<file path="src/rtl/gzip_job_sequencer.sv">
// rtl/gzip_job_sequencer.sv - one-job-at-a-time sequencer between the register block and the Deflate core
//
// Purpose:
//   Pops a job descriptor, holds the Deflate core in reset for RST_CYCLES while
//   presenting the job's btype/endianness, releases it, then waits for the core
//   to report done and for the final output word to leave through the output
//   FIFO. A completion record (id, status, ISIZE, CRC32, output bit count) is
//   presented until software accepts it. A watchdog bounds each job.
//
// Ports:
//   i_core_clock / i_bus_reset        clock, synchronous active-high reset
//   i_desc_*  / o_desc_ready          job descriptor queue (valid & ready = pop)
//   i_timeout_cycles                  watchdog limit, 0 disables, latched at pop
//   i_irq_enable                      gates o_irq
//   o_core_rst_n/btype/rev_endian     Deflate core control
//   i_core_done/btype_err/bsize_err   core status (done is a level)
//   i_core_isize/crc32/out_bits       core results, captured at done
//   i_out_last_beat                   pulse when the tlast word is accepted downstream
//   o_cpl_* / i_cpl_ready             completion record handshake
//   o_busy                            a job is in flight or awaiting acceptance
//   o_irq                             completion pending and interrupts enabled

module gzip_job_sequencer #(
    parameter int RST_CYCLES = 16,
    parameter int TMO_WIDTH  = 32,
    parameter int JOB_ID_W   = 8
) (
    input  logic                 i_core_clock,
    input  logic                 i_bus_reset,

    input  logic                 i_desc_valid,
    output logic                 o_desc_ready,
    input  logic [JOB_ID_W-1:0]  i_desc_id,
    input  logic [1:0]           i_desc_btype,
    input  logic                 i_desc_rev_endian,
    input  logic [TMO_WIDTH-1:0] i_timeout_cycles,
    input  logic                 i_irq_enable,

    output logic                 o_core_rst_n,
    output logic [1:0]           o_core_btype,
    output logic                 o_core_rev_endian,
    input  logic                 i_core_done,
    input  logic                 i_core_btype_err,
    input  logic                 i_core_bsize_err,
    input  logic [31:0]          i_core_isize,
    input  logic [31:0]          i_core_crc32,
    input  logic [23:0]          i_core_out_bits,
    input  logic                 i_out_last_beat,

    output logic                 o_cpl_valid,
    input  logic                 i_cpl_ready,
    output logic [JOB_ID_W-1:0]  o_cpl_id,
    output logic [2:0]           o_cpl_status,
    output logic [31:0]          o_cpl_isize,
    output logic [31:0]          o_cpl_crc32,
    output logic [23:0]          o_cpl_out_bits,
    output logic                 o_busy,
    output logic                 o_irq
);

    localparam int RCW = (RST_CYCLES > 2) ? $clog2(RST_CYCLES) : 1;

    typedef enum logic [2:0] {
        S_IDLE,
        S_RESET,
        S_RUN,
        S_DRAIN,
        S_REPORT
    } state_t;

    state_t               r_state;
    logic                 r_desc_ready;
    logic                 r_core_rst_n;
    logic [1:0]           r_core_btype;
    logic                 r_core_rev_endian;
    logic                 r_cpl_valid;
    logic [JOB_ID_W-1:0]  r_cpl_id;
    logic [2:0]           r_cpl_status;
    logic [31:0]          r_cpl_isize;
    logic [31:0]          r_cpl_crc32;
    logic [23:0]          r_cpl_out_bits;
    logic [TMO_WIDTH-1:0] r_tmo;
    logic [TMO_WIDTH-1:0] r_wdog;
    logic [RCW-1:0]       r_rst_cnt;
    logic                 r_last_seen;

    logic                 w_pop;
    logic [TMO_WIDTH-1:0] w_wdog_next;
    logic                 w_timeout;
    logic                 w_last;

    // r_desc_ready is only ever high in IDLE, so this is the pop condition.
    assign w_pop       = i_desc_valid & r_desc_ready;

    // The watchdog value after this cycle is compared, so a limit of N expires
    // on the N-th RUN/DRAIN cycle.
    assign w_wdog_next = r_wdog + TMO_WIDTH'(1);
    assign w_timeout   = (r_tmo != '0) && (w_wdog_next == r_tmo);

    // The tlast beat may land in the same cycle as done; treat it as already seen.
    assign w_last      = r_last_seen | i_out_last_beat;

    always_ff @(posedge i_core_clock) begin
        if (i_bus_reset) begin
            r_state           <= S_IDLE;
            r_desc_ready      <= 1'b0;
            r_core_rst_n      <= 1'b0;
            r_core_btype      <= 2'b00;
            r_core_rev_endian <= 1'b0;
            r_cpl_valid       <= 1'b0;
            r_cpl_id          <= '0;
            r_cpl_status      <= 3'b000;
            r_cpl_isize       <= 32'd0;
            r_cpl_crc32       <= 32'd0;
            r_cpl_out_bits    <= 24'd0;
            r_tmo             <= '0;
            r_wdog            <= '0;
            r_rst_cnt         <= '0;
            r_last_seen       <= 1'b0;
        end else begin
            case (r_state)
                S_IDLE: begin
                    if (w_pop) begin
                        r_desc_ready   <= 1'b0;
                        r_cpl_id       <= i_desc_id;
                        // Results default to zero so an expired job reports zeros.
                        r_cpl_isize    <= 32'd0;
                        r_cpl_crc32    <= 32'd0;
                        r_cpl_out_bits <= 24'd0;
                        r_tmo          <= i_timeout_cycles;
                        r_wdog         <= '0;
                        r_last_seen    <= 1'b0;
                        if (i_desc_btype[1]) begin
                            // Unsupported mode: complete immediately, leave the core alone.
                            r_cpl_status <= 3'b010;
                            r_cpl_valid  <= 1'b1;
                            r_state      <= S_REPORT;
                        end else begin
                            r_cpl_status      <= 3'b000;
                            r_core_btype      <= i_desc_btype;
                            r_core_rev_endian <= i_desc_rev_endian;
                            r_core_rst_n      <= 1'b0;
                            r_rst_cnt         <= '0;
                            r_state           <= S_RESET;
                        end
                    end else begin
                        // Raised one cycle after entering IDLE, which enforces
                        // a gap between a completion and the next pop.
                        r_desc_ready <= 1'b1;
                    end
                end

                S_RESET: begin
                    if (r_rst_cnt == RCW'(RST_CYCLES - 1)) begin
                        r_core_rst_n <= 1'b1;
                        r_wdog       <= '0;
                        r_state      <= S_RUN;
                    end else begin
                        r_rst_cnt <= r_rst_cnt + RCW'(1);
                    end
                end

                S_RUN: begin
                    r_wdog <= w_wdog_next;
                    if (i_out_last_beat) begin
                        r_last_seen <= 1'b1;
                    end
                    // Done takes priority over a watchdog expiring in the same cycle.
                    if (i_core_done) begin
                        r_cpl_isize    <= i_core_isize;
                        r_cpl_crc32    <= i_core_crc32;
                        r_cpl_out_bits <= i_core_out_bits;
                        r_cpl_status   <= {1'b0, i_core_btype_err, i_core_bsize_err};
                        if (w_last) begin
                            r_core_rst_n <= 1'b0;
                            r_cpl_valid  <= 1'b1;
                            r_state      <= S_REPORT;
                        end else begin
                            r_state <= S_DRAIN;
                        end
                    end else if (w_timeout) begin
                        r_cpl_status <= 3'b100;
                        r_core_rst_n <= 1'b0;
                        r_cpl_valid  <= 1'b1;
                        r_state      <= S_REPORT;
                    end
                end

                S_DRAIN: begin
                    r_wdog <= w_wdog_next;
                    if (w_last) begin
                        r_core_rst_n <= 1'b0;
                        r_cpl_valid  <= 1'b1;
                        r_state      <= S_REPORT;
                    end else if (w_timeout) begin
                        // Results were captured at done; only flag the timeout.
                        r_cpl_status[2] <= 1'b1;
                        r_core_rst_n    <= 1'b0;
                        r_cpl_valid     <= 1'b1;
                        r_state         <= S_REPORT;
                    end
                end

                S_REPORT: begin
                    if (i_cpl_ready) begin
                        r_cpl_valid  <= 1'b0;
                        r_core_rst_n <= 1'b0;
                        r_state      <= S_IDLE;
                    end
                end

                default: begin
                    r_state <= S_IDLE;
                end
            endcase
        end
    end

    assign o_desc_ready      = r_desc_ready;
    assign o_core_rst_n      = r_core_rst_n;
    assign o_core_btype      = r_core_btype;
    assign o_core_rev_endian = r_core_rev_endian;
    assign o_cpl_valid       = r_cpl_valid;
    assign o_cpl_id          = r_cpl_id;
    assign o_cpl_status      = r_cpl_status;
    assign o_cpl_isize       = r_cpl_isize;
    assign o_cpl_crc32       = r_cpl_crc32;
    assign o_cpl_out_bits    = r_cpl_out_bits;
    assign o_busy            = (r_state != S_IDLE);
    assign o_irq             = r_cpl_valid & i_irq_enable;

endmodule
</file>
<file path="config.mk">
export PLATFORM = sky130hd
export DESIGN_NAME = gzip_job_sequencer
export DESIGN_NICKNAME = d
export VERILOG_FILES = /design/src/rtl/gzip_job_sequencer.sv
export SDC_FILE = /design/constraint.sdc
export NUM_CORES = 1
export LEC_CHECK = 0
export CAP_MARGIN = 15
export CORE_MARGIN = 2
export CORE_UTILIZATION = 47
export CTS_CLUSTER_DIAMETER = 200
export CTS_CLUSTER_SIZE = 12
export DETAILED_ROUTE_END_ITERATION = 7
export PLACE_DENSITY = 0.8
export REMOVE_ABC_BUFFERS = 1
export SYNTH_ARGS = -nofsm -noshare
export SYNTH_HDL_FRONTEND = slang
export SYNTH_SLANG_ARGS = --single-unit
</file>
<file path="constraint.sdc">
create_clock -name i_core_clock -period 3.6 [get_ports i_core_clock]
set_clock_uncertainty 0.15 [all_clocks]
set_input_delay 0.72 -clock i_core_clock [delete_from_list [all_inputs] [get_ports i_core_clock]]
set_output_delay 0.72 -clock i_core_clock [all_outputs]
set_load 0.02 [all_outputs]
</file>
## Yosys cells after proc, flatten, opt, wreduce, memory -nomap -nowiden

Cells that the tools add are included.

- Register bits after elaboration: 176
- Input bits: 140
- Logic and storage cells: 113

- $add $sub $neg: 2
- Equal/unequal tests: 18
- Mux-type cells: 51
- Bitwise operators: 4
- Reduce and logical (&&, ||, !) cells: 22

Operators with widths:

| cell | count |
|---|---|
| $mux 32 | 4 |
| $pmux 32 s2 | 2 |
| $pmux 32 s3 | 1 |
| $mux 24 | 2 |
| $pmux 24 s2 | 1 |
| $mux 3 | 11 |
| $add 32x1->32 const B | 1 |
| $eq 32x32->1 | 1 |
| $reduce_bool 32->1 | 1 |
| $ne 2x2->1 const B | 10 |
| $mux 1 | 19 |
| $reduce_and 3->1 | 6 |
| $pmux 3 s5 | 1 |
| $mux 4 | 3 |
| $reduce_and 5->1 | 2 |
| $reduce_bool 3->1 | 3 |
| $pmux 4 s2 | 1 |
| $eq 3x2->1 const B | 2 |
| $ne 3x3->1 const B | 2 |
| $reduce_and 6->1 | 1 |
| $pmux 1 s5 | 1 |
| $reduce_bool 5->1 | 1 |
| $add 4x1->4 const B | 1 |
| $eq 4x4->1 const B | 1 |
| 17 further kinds | 19 |

## Logic depth before layout (Yosys ltp)

Gate-level depths: netlist (run 1).

- Depth in word-level cells: 6
- Mapped depth: 10

## Least setup slack after synthesis (run 1)

Ideal clock, no wire load.

- Path type: register to register
- Start point: reg r_wdog[0]
- End point: reg r_cpl_status[1], in the netlist o_cpl_status[1]
- Arrival: 2.871 ns
- Path slack: 0.507 ns
- Stages on the path, launching flop included: 11
- Clock period less this slack: 3.093 ns
- Cells stage by stage: dfxtp_1 -> ha_1 -> nand3_2 -> or4_1 -> buf_2 -> nor2_1 -> a21oi_1 -> or4_1 -> or4_4 -> nor4_2 -> mux2i_1

- Word-level cells in the longest chain between the ends: 5

Ends and longest elaborated chain:

| what | RTL line | text |
|---|---|---|
| start: declaration | 83 | `logic [TMO_WIDTH-1:0] r_wdog;` |
| start signal: assignment | 164 | `r_wdog <= w_wdog_next;` |
| start signal: assignment | 190 | `r_wdog <= w_wdog_next;` |
| $add 32x1->32 | 97 | `assign w_wdog_next = r_wdog + TMO_WIDTH'(1);` |
| $eq 32x32->1 | 98 | `assign w_timeout = (r_tmo != '0) && (w_wdog_next == r_tmo);` |
| $logic_and 1x1->1 | 98 |  |
| $ne 3x3->1 (no line) | - |  |
| $reduce_and 3->1 (no line) | - |  |
| end signal: assignment | 173 | `r_cpl_status <= {1'b0, i_core_btype_err, i_core_bsize_err};` |
| end: declaration | 78 | `logic [2:0] r_cpl_status;` |

Every way passes these cells.
A chain may end at the register's enable or synchronous reset.

## Worst setup path after layout (run 1)

- Start point: reg r_wdog[0]
- End point: reg r_state[1]

- Word-level cells in the longest chain between the ends: 6
- Elaborated cells on any way between the ends: 7
- Those cells by class: add/sub (1); eq/ne (1); mux (4); reduce/logical (1)

Ends and longest elaborated chain:

| what | RTL line | text |
|---|---|---|
| $add 32x1->32 (*) | 97 |  |
| $eq 32x32->1 (*) | 98 |  |
| $logic_and 1x1->1 (*) | 98 |  |
| $mux 3 (*) | - |  |
| $mux 3 (on tied branches) | - |  |
| $pmux 3 s5 (*) | - |  |
| end signal: assignment | 105 | `r_state <= S_IDLE;` |
| end signal: assignment | 137 | `r_state <= S_REPORT;` |
| end signal: assignment | 144 | `r_state <= S_RESET;` |
| end: declaration | 71 | `state_t r_state;` |

Every way passes the cells marked *; elsewhere a longest branch is shown, timed or not.

==> key figures, run 1 <==
Clock tree
  – Clk sinks: 176
  – Clk slew on worst S/H paths: 0.07 ns
  – Hold-fix buffers, CTS: 0
  – CTS max path bufs: 2
  – TritonCTS clock tree: done
  – Post_cts resized: 0
  – H-tree depth: 4
  – Root buffer cell: clkbuf_16
  – Worst-Skew Late Latency: 0.43 ns
  – CTS buffer count: 17
  – Setup bufs post-CTS: 0

Worst setup path
  – Crit start category: flop
  – Crit-path max cell delay: 0.63 ns
  – Slowest-stage cell, CP: or4_1
  – Critical path type: reg -> reg
  – CP endpoint kind: flop
  – FF-to-FF path depth: 9
  – Top fanout value on the critical path: 7
  – Worst-path cell chain: ha_1 > nand3_2 > or4_1 > nor2_1 > a21oi_1 > or4_1 > or4_4 > nor2_2 > o32ai_1
  – CP required: 3.74 ns
  – CP most frequent cell: or4_1
  – Critical Path AT: 3.47 ns

Power
  – Peak VDD IR: 0.361 mV
  – Leak: 3.67 nW
  – PwrDens: 415 nW/um2

Finish
  – FF/Latch Area: 3520 um2
  – Final cell count without fillers: 1472
  – Area Growth Syn to Fin: 39.9%
  – Ant. Diodes: 0
  – Fillers: 1396
  – Layout cells sized above 1: 0.0535
  – Area occupied by multi-input gates: 4140 um2
  – Nets@finish: 1381
  – Fin util: 0.674

GRT
  – Vias in the first global route: 7971
  – GR Util All Layers: 0.281
  – Congestion Overflow GR: 0
  – First-pass GRT wire length: 41.0 mm
  – Initial antenna violation count: 1
  – Largest net degree at the start of global routing: 106

STA
  – RSZ-0062 raised after global routing: no
  – Fmax: 300 MHz
  – Hold WS: 0.301 ns
  – Final Cycle Share: 0.925
  – Hold Vio Cnt, Final: 0
  – Slew at the pin with the worst max-slew slack: 0.660 ns
  – Tmin final: 3.33 ns
  – Post-route setup TNS: 0 ns
  – Worst slew margin: 0.560
  – Slew Limit Fails: 0
  – # setup viols final: 0

Place
  – Post-DP HPWL: 17.6 mm
  – Dpl cells: 1440
  – I/O Buffers: 245
  – Gpl congestion: 0.913

Routing
  – Post-detailed-route count of antenna-violating nets: 0
  – Via count: 8120
  – Drt wl/cell: 17.2 um
  – # DRC: 0
  – Drt via density: 5.52
  – Initial DRC Count: 516
  – 1st-pass router iterations: 5
  – Post-Route WL: 25.4 mm

Yosys
  – Leading area contributor after synthesis: dfxtp_1
  – Unique masters post-synth: 53
  – Largest cells by area after synthesis: dfxtp_1 (44%), a21oi_1 (10%), nand2_1 (9.8%)
  – Main flop type after synthesis: dfxtp_1
  – EDFF count, synth: 0
  – Synth Cell Area: 7980 um2
  – Async SR Flop Fraction: 0
  – Synth warnings: 0
  – Avg Cell Area, Syn: 7.65 um2
  – Cell count after synthesis: 1044
  – Share of the synthesized area in the top cell type: 0.441
  – Sequential area share after synthesis: 0.441
  – Seq cells post-synth: 176

Status
  – Status: finished, final reports clean

Min path
  – Min-Delay Path Depth: 2
  – Worst Hold Class: reg -> reg

Floorplanning
  – Row Count: 47
  – Initial Utilization: 0.481
  – Chip width: 134 um
  – IO Count: 247
  – CORE AREA: 16600 um2
  – Die Area: 18000 um2
  – Die Y: 134 um

Run
  – Max Cap Viol: 0
-- state kept, by name, summed over array words and instances (netlist names) --
register / cells
r_last_seen: 1
r_state: 3
o_cpl_crc32: 32
o_core_btype: 1
r_rst_cnt: 4
o_cpl_status: 3
r_tmo: 32
o_cpl_out_bits: 24
o_cpl_valid: 1
r_wdog: 32
o_desc_ready: 1
o_core_rev_endian: 1
o_cpl_isize: 32
o_core_rst_n: 1
o_cpl_id: 8
-- critical path, delay by kind of cell (launching register included) --
kind,cells,cell delay [ns]
fa+ha+maj,1,0.31
simple gates,6,2.09
compound gates,2,0.18
flops,1,0.44
-- path summary, 6_finish.rpt --
| kind | start | to | slack, ns |
|---|---|---|---|
| setup / recovery | r_wdog[0] | r_state[1] | 0.27 |
| hold / removal | o_cpl_out_bits[0] | o_cpl_out_bits[0] | 0.30 |
| setup reg to reg | r_wdog[0] | r_state[1] | 0.27 |
| hold reg to reg | o_cpl_out_bits[0] | o_cpl_out_bits[0] | 0.30 |
-- Yosys cell counts (all sizes together) (2+ instances only) --
| library cell | number |
|---|---|
| a22oi | 3 |
| nor3 | 23 |
| or4 | 8 |
| a211o | 2 |
| a211oi | 6 |
| a21oi | 167 |
| nand2b | 3 |
| and3 | 5 |
| nand4 | 15 |
| nor2 | 51 |
| mux2i | 3 |
| o21bai | 2 |
| nor2b | 4 |
| xor2 | 13 |
| and2 | 8 |
| clkbuf | 74 |
| buf | 14 |
| nand3 | 110 |
| and4 | 5 |
| nor4 | 21 |
| o21ai | 30 |
| dfxtp | 176 |
| nor3b | 4 |
| nand2 | 209 |
| a21o | 2 |
| a31oi | 6 |
| ha | 2 |
| a311oi | 7 |
| inv | 2 |
| nand3b | 5 |
| xnor2 | 44 |
| or3 | 8 |
-- cell usage in the layout, fill, tap and decap left out, types with 4 or more instances in the layout --
master / n
nand4_1: 14
clkdlybuf4s50_1: 244
dfxtp_1: 176
xor2_1: 13
a311oi_1: 7
nor3_1: 22
and4_1: 5
xnor2_1: 44
or4_1: 7
a21oi_1: 166
or3_1: 8
and2_1: 8
nand3_1: 107
and3_1: 5
a211oi_1: 5
buf_4: 16
nor2b_1: 4
nand2_1: 208
nor3b_1: 4
o21ai_0: 30
a31oi_1: 6
clkbuf_16: 17
nand3b_1: 5
nor2_1: 47
nor4_1: 20
-- power breakdown --
| group | leakage, nW | internal (mW) | switching, mW | total [mW] |
|---|---|---|---|---|
| clock | 0.283 | 0.970 | 0.844 | 1.81 |
| sequential | 1.42 | 2.00 | 0.0594 | 2.06 |
| combinational | 1.96 | 0.332 | 0.432 | 0.764 |
-- per-stage QoR --
stage	worst slack, ns	cell area (um2)	power [mW]
6_report	0.270	11200	4.64
5_1_grt	0.0207	11200	4.82
4_1_cts	0.281	11200	4.66
3_5_place_dp	0.303	10600	2.86
3_3_place_gp	0.393	10600	2.86
2_1_floorplan	-4.08	7640	2.44
-- cell type report --
cell class	instances	area share
inverter	2	0.000672
clock inverter	12	0.0110
sequential	176	0.315
tap	220	0.0246
timing repair buffer	264	0.236
multi-input combinational	778	0.371
clock buffer	20	0.0418
-- kinds of logic (layout without fill, tap and decap cells) --
family	Yosys count	count (layout)	synth area share
other	1	1	0.000470
XOR/XNOR	57	57	0.0625
AND/OR/NAND/NOR	479	479	0.283
AO/OA/AOI/OAI	236	236	0.162
multiplexers	3	3	0.00376
buffers and inverters	90	298	0.0445
flip-flops	176	176	0.441
adder cells (fa/ha/maj)	2	2	0.00313
-- per-layer routing --
metal	global-route usage	vias up	wire [um]
met5	0	-	13
met4	0.0784	2	553
met3	0.0956	39	1990
met2	0.481	277	12600
met1	0.337	3796	10200
li1	-	4006	-
Note: power is estimated with default switching activity, not from simulation.
==> run 2: changes to the inputs <==
--- a/config.mk
+++ b/config.mk
@@ -5,12 +5,13 @@
 export SDC_FILE = /design/constraint.sdc
 export NUM_CORES = 1
 export LEC_CHECK = 0
-export CAP_MARGIN = 15
+export CAP_MARGIN = 20
 export CORE_MARGIN = 2
 export CORE_UTILIZATION = 47
 export CTS_CLUSTER_DIAMETER = 200
 export CTS_CLUSTER_SIZE = 12
 export DETAILED_ROUTE_END_ITERATION = 7
+export GPL_ROUTABILITY_DRIVEN = 0
 export PLACE_DENSITY = 0.8
 export REMOVE_ABC_BUFFERS = 1
 export SYNTH_ARGS = -nofsm -noshare
==> key figures, run 2 (synthesis gave the netlist of run 1 again) <==
Worst setup path
  – Slowest-stage cell, CP: or4_1
  – Top fanout value on the critical path: 10 (+3)
  – CP endpoint kind: flop
  – R2R setup slack: 0.29 ns (+0.02 ns)
  – Crit start category: flop
  – CP required: 3.81 ns (+0.07 ns)
  – CP most frequent cell: or4_1
  – Worst-path cell chain: ha_1 > nand3_2 > or4_1 > nor2_1 > a21oi_1 > or4_1 > or4_4 > nor4_2 > mux2i_1
  – Crit-path max cell delay: 0.55 ns (-0.08 ns)
  – Critical path type: reg -> reg
  – Critical Path AT: 3.52 ns (+0.05 ns)

Clock tree
  – Root buffer cell: clkbuf_16
  – TritonCTS clock tree: done
  – Post_cts resized: 0 (unchanged)
  – CTS max path bufs: 2 (unchanged)
  – Clk slew on worst S/H paths: 0.07 ns (about the same)
  – H-tree depth: 4 (unchanged)
  – Worst-Skew Late Latency: 0.43 ns (about the same)
  – Clk sinks: 176 (unchanged)
  – CTS buffer count: 17 (unchanged)
  – Setup bufs post-CTS: 0 (unchanged)
  – Hold-fix buffers, CTS: 0 (unchanged)

GRT
  – GR Util All Layers: 0.276 (-0.00553)
  – Largest net degree at the start of global routing: 93 (-12%)
  – First-pass GRT wire length: 40.3 mm (-1.6%)
  – Vias in the first global route: 7783 (-2.4%)
  – Congestion Overflow GR: 0 (unchanged)
  – Initial antenna violation count: 1 (unchanged)

STA
  – RSZ-0062 raised after global routing: no
  – Fmax: 302 MHz (+0.57%)
  – # setup viols final: 0 (unchanged)
  – Worst slew margin: 0.378 (-0.182)
  – Final Cycle Share: 0.920 (-0.00524)
  – Tmin final: 3.31 ns (-0.0189 ns)
  – Slew Limit Fails: 0 (unchanged)
  – Hold Vio Cnt, Final: 0 (unchanged)
  – Slew at the pin with the worst max-slew slack: 0.934 ns (+0.274 ns)

Status
  – Status: finished, final reports clean

Routing
  – Post-Route WL: 25.3 mm (-0.23%)
  – Drt via density: 5.57 (+0.90%)
  – Via count: 8165 (+0.55%)
  – Post-detailed-route count of antenna-violating nets: 0 (unchanged)
  – # DRC: 0 (unchanged)
  – Drt wl/cell: 17.2 um (+0.11%)
  – Initial DRC Count: 653 (+27%)
  – 1st-pass router iterations: 5 (unchanged)

Power
  – Peak VDD IR: 0.424 mV (+18%)
  – Leak: 3.66 nW (-0.23%)
  – Power Total: 4.78 mW (+3.1%)
  – PwrDens: 428 nW/um2 (+3.2%)

Finish
  – Most common cell after layout, fill and taps aside: clkdlybuf4s50_1
  – FF/Latch Area: 3520 um2 (unchanged)
  – Area Growth Syn to Fin: 39.9% (about the same)
  – Area occupied by multi-input gates: 4140 um2 (unchanged)
  – Final cell count without fillers: 1467 (-0.34%)
  – Layout cells sized above 1: 0.0489 (-0.00460)
  – Ant. Diodes: 0 (unchanged)
  – Fillers: 1390 (-0.43%)
  – Final Cell Area: 11200 um2 (about the same)
  – Most frequent cells in the layout: clkdlybuf4s50_1 (244), nand2_1 (208), dfxtp_1 (176)
  – Fin util: 0.674 (about the same)
  – Nets@finish: 1376 (-0.36%)

Floorplanning
  – Initial Utilization: 0.481 (unchanged)
  – Die Y: 134 um (unchanged)
  – Die Area: 18000 um2 (unchanged)
  – IO Count: 247 (unchanged)
  – Row Count: 47 (unchanged)
  – CORE AREA: 16600 um2 (unchanged)
  – Chip width: 134 um (unchanged)

Place
  – DP Area: 10500 um2 (-0.35%)
  – Post-DP HPWL: 17.3 mm (-2.1%)
  – Dpl cells: 1435 (-0.35%)
  – I/O Buffers: 245 (unchanged)

Run
  – Max Cap Viol: 0 (unchanged)

Min path
  – Worst Hold Class: reg -> reg
## run 2: cell count changes in the layout (fill, tap and decap cells not counted), moves of 3 or more
cell	change
buf_4	-5
bufinv_16	+3
clkbuf_8	-3
clkinv_4	-3
## run 2: final timing paths
check	to	from	depth (start not counted)
worst min-delay path	o_cpl_crc32[5]	o_cpl_crc32[5]	2
worst max-delay path	o_cpl_status[1]	r_wdog[0]	9
worst max register to register	o_cpl_status[1]	r_wdog[0]	9
worst min register to register	o_cpl_crc32[5]	o_cpl_crc32[5]	2
## run 2: final cells by class
cell class,instances,share of cell area
Tap cell,220,0.0246
Clock buffer,18,0.0384
Clock inverter,14,0.0175
Inverter,2,0.000672
Sequential cell,176,0.315
Timing Repair Buffer,259,0.232
Multi-Input combinational cell,778,0.371
## run 2: per-stage QoR
| stage | worst slack, ns | hold slack [ns] | TNS (ns) |
|---|---|---|---|
| 2_1_floorplan | -4.08 | 0.304 | -372.93 |
| 3_3_place_gp | 0.394 | 0.287 | 0 |
| 3_5_place_dp | 0.353 | 0.294 | 0 |
| 4_1_cts | 0.303 | 0.302 | 0 |
| 5_1_grt | 0.109 | 0.315 | 0 |
| 6_report | 0.289 | 0.300 | 0 |
## run 2: metal layers
layer / GRT usage / up-vias / share of wire
met5: 0 / - / 0.00051
met4: 0.0754 / 2 / 0.021
met3: 0.103 / 41 / 0.083
met2: 0.465 / 287 / 0.49
met1: 0.330 / 3828 / 0.40
li1: - / 4007 / -
## run 2: worst max-delay path: cells and delay by family (launching register included)
family                     cells  cell delay, ns
adders and majority gates      1            0.32
DFF                            1            0.45
muxes                          1            0.21
and+or+nand+nor                6            2.04
AOI/OAI and AO/OA              1            0.08
## run 2: power by group
group | switching (mW) | total (mW) | internal [mW]
clock | 0.845 | 1.97 | 1.12
sequential | 0.0589 | 2.06 | 2.00
combinational | 0.432 | 0.758 | 0.326
